--- src/rtl/wb_arb_pkg.sv ---
// wb_arb_pkg: shared definitions for the Wishbone round-robin arbiter.
//   arb_state_t  - arbiter FSM states (IDLE / BUSY / TOERR)
//   CTI_* / BTE_* - Wishbone B3 cycle-type and burst-type encodings
//   WDOG_W       - width of the watchdog counter
package wb_arb_pkg;

   typedef enum logic [1:0] {
      IDLE  = 2'd0,
      BUSY  = 2'd1,
      TOERR = 2'd2
   } arb_state_t;

   localparam logic [2:0] CTI_CLASSIC = 3'b000;
   localparam logic [2:0] CTI_CONST   = 3'b001;
   localparam logic [2:0] CTI_INCR    = 3'b010;
   localparam logic [2:0] CTI_EOB     = 3'b111;

   localparam logic [1:0] BTE_LINEAR  = 2'b00;
   localparam logic [1:0] BTE_WRAP4   = 2'b01;
   localparam logic [1:0] BTE_WRAP8   = 2'b10;
   localparam logic [1:0] BTE_WRAP16  = 2'b11;

   localparam int unsigned WDOG_W = 16;

endpackage

--- src/rtl/rr_pick.sv ---
// rr_pick: combinational round-robin picker.
//   req   - request vector, one bit per master
//   last  - index of the most recently granted master
//   pick  - one-hot winner: first requester searching upward from last+1 with wrap
//   valid - at least one request is present
module rr_pick #(
   parameter int unsigned N  = 2,
   parameter int unsigned LW = (N > 1) ? $clog2(N) : 1
) (
   input  logic [N-1:0]  req,
   input  logic [LW-1:0] last,
   output logic [N-1:0]  pick,
   output logic          valid
);

   always_comb begin : search
      int unsigned idx;
      idx   = 0;
      pick  = '0;
      valid = 1'b0;
      // Offsets 1..N visit every master once, ending on last itself.
      for (int unsigned i = 1; i <= N; i++) begin
         idx = (32'(last) + i) % N;
         if (!valid && req[idx]) begin
            pick[idx] = 1'b1;
            valid     = 1'b1;
         end
      end
   end

endmodule

--- src/rtl/wb_rr_arbiter.sv ---
// wb_rr_arbiter: round-robin Wishbone B3 arbiter sharing one slave port.
//   wb_clk, wb_rst           - clock, asynchronous active-high reset
//   wbm_*_i                  - packed master requests, master k at slice k
//   wbm_dat_o                - slave read data broadcast to all masters
//   wbm_ack/err/rty_o        - responses, routed to the granted master only
//   wbs_*_o / wbs_*_i        - shared slave port
//   grant_o                  - registered one-hot grant
//   timeout_o                - one-cycle pulse when the watchdog fires
// A grant lasts for the owner's whole cyc. A slave that leaves stb
// unanswered for TIMEOUT cycles gets the access terminated with err.
module wb_rr_arbiter
   import wb_arb_pkg::*;
#(
   parameter int unsigned NUM_MASTERS = 2,
   parameter int unsigned AW          = 32,
   parameter int unsigned DW          = 32,
   parameter int unsigned TIMEOUT     = 255
) (
   input  logic                          wb_clk,
   input  logic                          wb_rst,
   input  logic [NUM_MASTERS*AW-1:0]     wbm_adr_i,
   input  logic [NUM_MASTERS*DW-1:0]     wbm_dat_i,
   input  logic [NUM_MASTERS*(DW/8)-1:0] wbm_sel_i,
   input  logic [NUM_MASTERS*3-1:0]      wbm_cti_i,
   input  logic [NUM_MASTERS*2-1:0]      wbm_bte_i,
   input  logic [NUM_MASTERS-1:0]        wbm_we_i,
   input  logic [NUM_MASTERS-1:0]        wbm_cyc_i,
   input  logic [NUM_MASTERS-1:0]        wbm_stb_i,
   output logic [DW-1:0]                 wbm_dat_o,
   output logic [NUM_MASTERS-1:0]        wbm_ack_o,
   output logic [NUM_MASTERS-1:0]        wbm_err_o,
   output logic [NUM_MASTERS-1:0]        wbm_rty_o,
   output logic [AW-1:0]                 wbs_adr_o,
   output logic [DW-1:0]                 wbs_dat_o,
   output logic [DW/8-1:0]               wbs_sel_o,
   output logic [2:0]                    wbs_cti_o,
   output logic [1:0]                    wbs_bte_o,
   output logic                          wbs_we_o,
   output logic                          wbs_cyc_o,
   output logic                          wbs_stb_o,
   input  logic [DW-1:0]                 wbs_dat_i,
   input  logic                          wbs_ack_i,
   input  logic                          wbs_err_i,
   input  logic                          wbs_rty_i,
   output logic [NUM_MASTERS-1:0]        grant_o,
   output logic                          timeout_o
);

   localparam int unsigned SW = DW / 8;
   localparam int unsigned LW = (NUM_MASTERS > 1) ? $clog2(NUM_MASTERS) : 1;
   // Counter value of the last tolerated unanswered cycle; one more fires.
   localparam logic [WDOG_W-1:0] TO_LAST = WDOG_W'(TIMEOUT - 1);

   arb_state_t               state_q, state_d;
   logic [NUM_MASTERS-1:0]   grant_q, grant_d;
   logic [LW-1:0]            last_q, last_d;
   logic [WDOG_W-1:0]        cnt_q, cnt_d;

   logic [NUM_MASTERS-1:0]   pick;
   logic                     pick_valid;
   logic [LW-1:0]            pick_idx;
   logic                     cur_cyc, cur_stb, slv_resp;

   rr_pick #(
      .N  (NUM_MASTERS),
      .LW (LW)
   ) u_pick (
      .req   (wbm_cyc_i),
      .last  (last_q),
      .pick  (pick),
      .valid (pick_valid)
   );

   always_comb begin
      pick_idx = '0;
      for (int unsigned k = 0; k < NUM_MASTERS; k++) begin
         if (pick[k]) pick_idx = LW'(k);
      end
   end

   assign cur_cyc  = |(grant_q & wbm_cyc_i);
   assign cur_stb  = |(grant_q & wbm_stb_i);
   assign slv_resp = wbs_ack_i | wbs_err_i | wbs_rty_i;

   // State register
   always_ff @(posedge wb_clk or posedge wb_rst) begin
      if (wb_rst) begin
         state_q <= IDLE;
         grant_q <= '0;
         last_q  <= LW'(NUM_MASTERS - 1);
         cnt_q   <= '0;
      end else begin
         state_q <= state_d;
         grant_q <= grant_d;
         last_q  <= last_d;
         cnt_q   <= cnt_d;
      end
   end

   // Next state, grant and watchdog
   always_comb begin
      state_d = state_q;
      grant_d = grant_q;
      last_d  = last_q;
      cnt_d   = cnt_q;
      unique case (state_q)
         IDLE: begin
            cnt_d = '0;
            if (pick_valid) begin
               state_d = BUSY;
               grant_d = pick;
               last_d  = pick_idx;
            end
         end
         BUSY: begin
            if (!cur_cyc) begin
               state_d = IDLE;
               grant_d = '0;
               cnt_d   = '0;
            end else if (!cur_stb || slv_resp) begin
               // A response in the firing cycle wins over the watchdog.
               cnt_d = '0;
            end else if (cnt_q == TO_LAST) begin
               state_d = TOERR;
               cnt_d   = '0;
            end else begin
               cnt_d = cnt_q + 1'b1;
            end
         end
         TOERR: begin
            cnt_d = '0;
            if (cur_cyc) begin
               state_d = BUSY;
            end else begin
               state_d = IDLE;
               grant_d = '0;
            end
         end
         default: begin
            state_d = IDLE;
            grant_d = '0;
            cnt_d   = '0;
         end
      endcase
   end

   // Outputs: grant_q is zero in IDLE, so the AND-OR mux drives zeros there.
   always_comb begin
      wbs_adr_o = '0;
      wbs_dat_o = '0;
      wbs_sel_o = '0;
      wbs_cti_o = '0;
      wbs_bte_o = '0;
      wbs_we_o  = 1'b0;
      for (int unsigned k = 0; k < NUM_MASTERS; k++) begin
         if (grant_q[k]) begin
            wbs_adr_o = wbm_adr_i[k*AW +: AW];
            wbs_dat_o = wbm_dat_i[k*DW +: DW];
            wbs_sel_o = wbm_sel_i[k*SW +: SW];
            wbs_cti_o = wbm_cti_i[k*3 +: 3];
            wbs_bte_o = wbm_bte_i[k*2 +: 2];
            wbs_we_o  = wbm_we_i[k];
         end
      end
      wbs_cyc_o = (state_q == BUSY) && cur_cyc;
      wbs_stb_o = (state_q == BUSY) && cur_stb;
      wbm_ack_o = (state_q == BUSY && wbs_ack_i) ? grant_q : '0;
      wbm_rty_o = (state_q == BUSY && wbs_rty_i) ? grant_q : '0;
      wbm_err_o = ((state_q == BUSY && wbs_err_i) || state_q == TOERR) ? grant_q : '0;
      timeout_o = (state_q == TOERR);
   end

   assign grant_o   = grant_q;
   assign wbm_dat_o = wbs_dat_i;

endmodule

--- config.mk ---
export PLATFORM = sky130hd
export DESIGN_NAME = wb_rr_arbiter
export DESIGN_NICKNAME = d
export VERILOG_FILES = /design/src/rtl/wb_arb_pkg.sv /design/src/rtl/rr_pick.sv /design/src/rtl/wb_rr_arbiter.sv
export SDC_FILE = /design/constraint.sdc
export NUM_CORES = 1
export LEC_CHECK = 0
export CORE_AREA = 2 2 120 122
export CTS_CLUSTER_SIZE = 30
export DETAILED_ROUTE_END_ITERATION = 10
export DIE_AREA = 0 0 122 124
export GPL_ROUTABILITY_DRIVEN = 0
export GPL_TIMING_DRIVEN = 0
export PLACE_DENSITY_LB_ADDON = 0.25
export SYNTH_ARGS = -nofsm -noshare
export SYNTH_HDL_FRONTEND = slang
export SYNTH_SLANG_ARGS = --single-unit
--- constraint.sdc ---
create_clock -name wb_clk -period 1.95 [get_ports wb_clk]
set_input_delay 0.39 -clock wb_clk [delete_from_list [all_inputs] [get_ports wb_clk]]
set_output_delay 0.39 -clock wb_clk [all_outputs]
set_load 0.05 [all_outputs]
==> flow_summary.yaml <==
clock_tree:
  worstSkewPairLatency_ns: 0.25
  cts_root_buffer: "clkbuf_16"
  cts_tree: "yes"
  clockBufferDepth: 2
  cts_buffers: 3
  cts.clk_slew.worst_paths_ns: 0.06
  cts.htree.levels: 1
  cts_hold_buf: 0
  clock-sinks: 21
worst_setup_path:
  crit_path_max_fanout: 7
  cp-end-kind: "output port"
  cp-start-kind: "register"
  cp.arrival_ns: 1.67
  cp.required_ns: 1.56
  criticalPathCategory: "register to output port"
cells_and_area:
  antenna_cells: 0
  area_delta_synth_final_pct: 220.5
  multi_input_area_sq_um: 1974
  utilization: 0.4999
  drive_gt1_frac: 0.4644
  nets: 743
  seq_area_sq_um: 530.5
  stdcell_count: 727
  nFillCells: 1255
logic_synthesis:
  synthTopCellsByArea: "a22o_1 31%, dfrtp_1 23%, buf_4 11%"
  seq_area_frac_synth: 0.2462
  synthCells: 247
  syn_avg_cell_area_sq_um: 8.662
  synth.net_count: 442
  synth_cell_type_count: 33
  synthesis.area_sq_um: 2140
  synth_edf_count: 0
  synth_ff_type: "dfrtp_1"
  ys_ff_latch: 21
  ys_warn_count: 0
  synth_top_area_cell: "a22o_1"
  synth_top_area_frac: 0.3070
  synthArstFlopShare: 1.000
placement:
  dp_cells: 700
  port_buffers: 273
  dp_hpwl_mm: 11.26
grt:
  grt_max_degree: 22
  antenna_found_initial: 0
  grt.total_usage: 0.1643
  grt_overflow: 0
  grt_pass1_vias: 3277
  grt_pass1_wl_mm: 18.77
timing:
  rsz0062_at_grt: "yes"
  setup_tns_ns: -2.958
  fin_crit_sh: 1.057
  drv_slew: 0
  fin_hold_ws_ns: 0.4980
  hold_viol: 0
  period_minus_slack_ns: 2.061
  fmax_ghz: 0.4853
  setup_ws_ns: -0.1107
  worst_pin_slew_ns: 0.7675
  slew_headroom: 0.4878
  finClkSkew_ns: 0.001780
  finalSetupViolCount: 67
flow_run:
  cap_violations: 0
floorplan:
  die_area_sq_um: 15130
  ios: 306
  die_w_microns: 122
  die_h_microns: 124
  rows: 43
  start_util: 0.1560
  coreArea_sq_um: 13720
pwr:
  cellPowerDensity_nw_per_um2: 1445
  cellLeakagePower_nw: 3.041
  max-vdd-ir-drop_uv: 924.7
worst_hold_path:
  min_path_type: "register to register"
routing:
  routedWlPerCell_microns: 18.82
  vias: 3093
  routed_via_density: 4.254
  wl_mm: 13.68
  drc: 0
  detail-route-antenna-nets: 0
  dr.first_iter.drc_count: 117
  drtPass1Iterations: 4
outcome:
  violations: "setup timing"
  status: "complete, but fails checks"
==> cell families (layout without fill, tap and decap cells) <==
logic type | after synthesis | in the layout | synth area share
flops | 21 | 21 | 0.2462
compound gates | 84 | 84 | 0.3345
buf+inv | 56 | 356 | 0.1585
xor+xnor | 14 | 14 | 0.05731
mux | 3 | 3 | 0.01754
simple gates | 63 | 63 | 0.1509
fa+ha+maj | 6 | 6 | 0.03509
==> sequential cells by signal (all words and copies together), names as in the netlist <==
register  flops
grant_o       2
cnt_q        16
last_q        1
state_q       2
==> layout make-up <==
cell class | count | share of cell area
buffer | 49 | 0.08356
clock buffer | 3 | 0.01095
clock inverter | 1 | 0.001095
inverter | 6 | 0.003284
multi-input combinational | 170 | 0.2879
sequential | 21 | 0.07736
tap | 180 | 0.03284
timing repair buffer | 297 | 0.5030
==> critical path, cell delays in order (launching register included) <==
cell,delay (ns)
dfrtp_2,0.42
buf_12,0.14
nor2b_4,0.16
clkbuf_16,0.19
buf_12,0.11
clkbuf_16,0.13
a22o_4,0.12
buf_8,0.14
==> cells in the final DEF, fill, tap and decap left out, drive strengths merged, types with 2 or more instances in the layout <==
master         instances
xnor2                  4
buf                  136
a22o                  75
nand2                 12
o21ai                  2
mux2                   3
nor3                   3
clkdlybuf4s50        189
xor2                  10
a21oi                  5
nor2b                  3
nor2                  21
nand4                  5
and3                   8
clkbuf                22
nand3                  5
dfrtp                 20
ha                     6
inv                    6
==> path summary, 6_finish.rpt <==
kind | from | end | slack (ns) | cells after the start
worst max register to register | grant_o[0]$_DFFE_PP0P_ | state_q[0]$_DFFE_PP0P_ | 0.19 | 7
max in group asynchronous | wb_rst | state_q[0]$_DFFE_PP0P_ | 0.82 | 2
worst max-delay path | grant_o[1]$_DFFE_PP0P_ | wbs_adr_o[7] | -0.11 | 7
worst min-delay path | last_q$_DFFE_PP1P_ | last_q$_DFFE_PP1P_ | 0.50 | 2
min in group asynchronous | wb_rst | cnt_q[13]$_DFF_PP0_ | 0.61 | 2
worst min register to register | last_q$_DFFE_PP1P_ | last_q$_DFFE_PP1P_ | 0.50 | 2
==> report_power, final <==
group / total (mW) / internal [mW] / switching (mW)
clock network: 0.433 / 0.277 / 0.156
logic: 8.94 / 4.34 / 4.60
registers: 0.534 / 0.489 / 0.0452
==> metal layers <==
layer | global-route usage | part of all wire | vias to the layer above | wire length, microns
li1 | - | - | 1488 | -
met4 | 0.009339 | 0.0020 | 0 | 28
met2 | 0.3167 | 0.55 | 149 | 7591
met1 | 0.1835 | 0.35 | 1452 | 4852
met3 | 0.05311 | 0.088 | 4 | 1206
met5 | 0 | 0 | - | 0
==> synth_stat cells, drive strengths merged (5+ instances only) <==
library cell and number:
a22o 75, buf 35, nor2 21, dfrtp 20, clkbuf 15, nand2 12
xor2 10, and3 8, ha 6, inv 6, a21oi 5, nand3 5
nand4 5
==> repair_timing <==
action / 4_1_cts / 5_1_grt
gates cloned: 6 / 4
resized for setup: 697 / 37
buffers inserted: 7 / 7
endpoints found under the setup margin: 84 / 78
pin swaps: 1 / 6
==> per-stage QoR <==
step                      power, mW  area (sq um)  worst slack, ns
after floorplan               5.071          2666         -0.02325
after global placement        7.214          5624          -0.8578
after detailed placement      7.238          5624          -0.8489
after CTS                     9.513          6585          -0.1261
after global routing          10.25          6858          -0.1623
final                         9.911          6858          -0.1107
(Power assumes the default switching activity.)
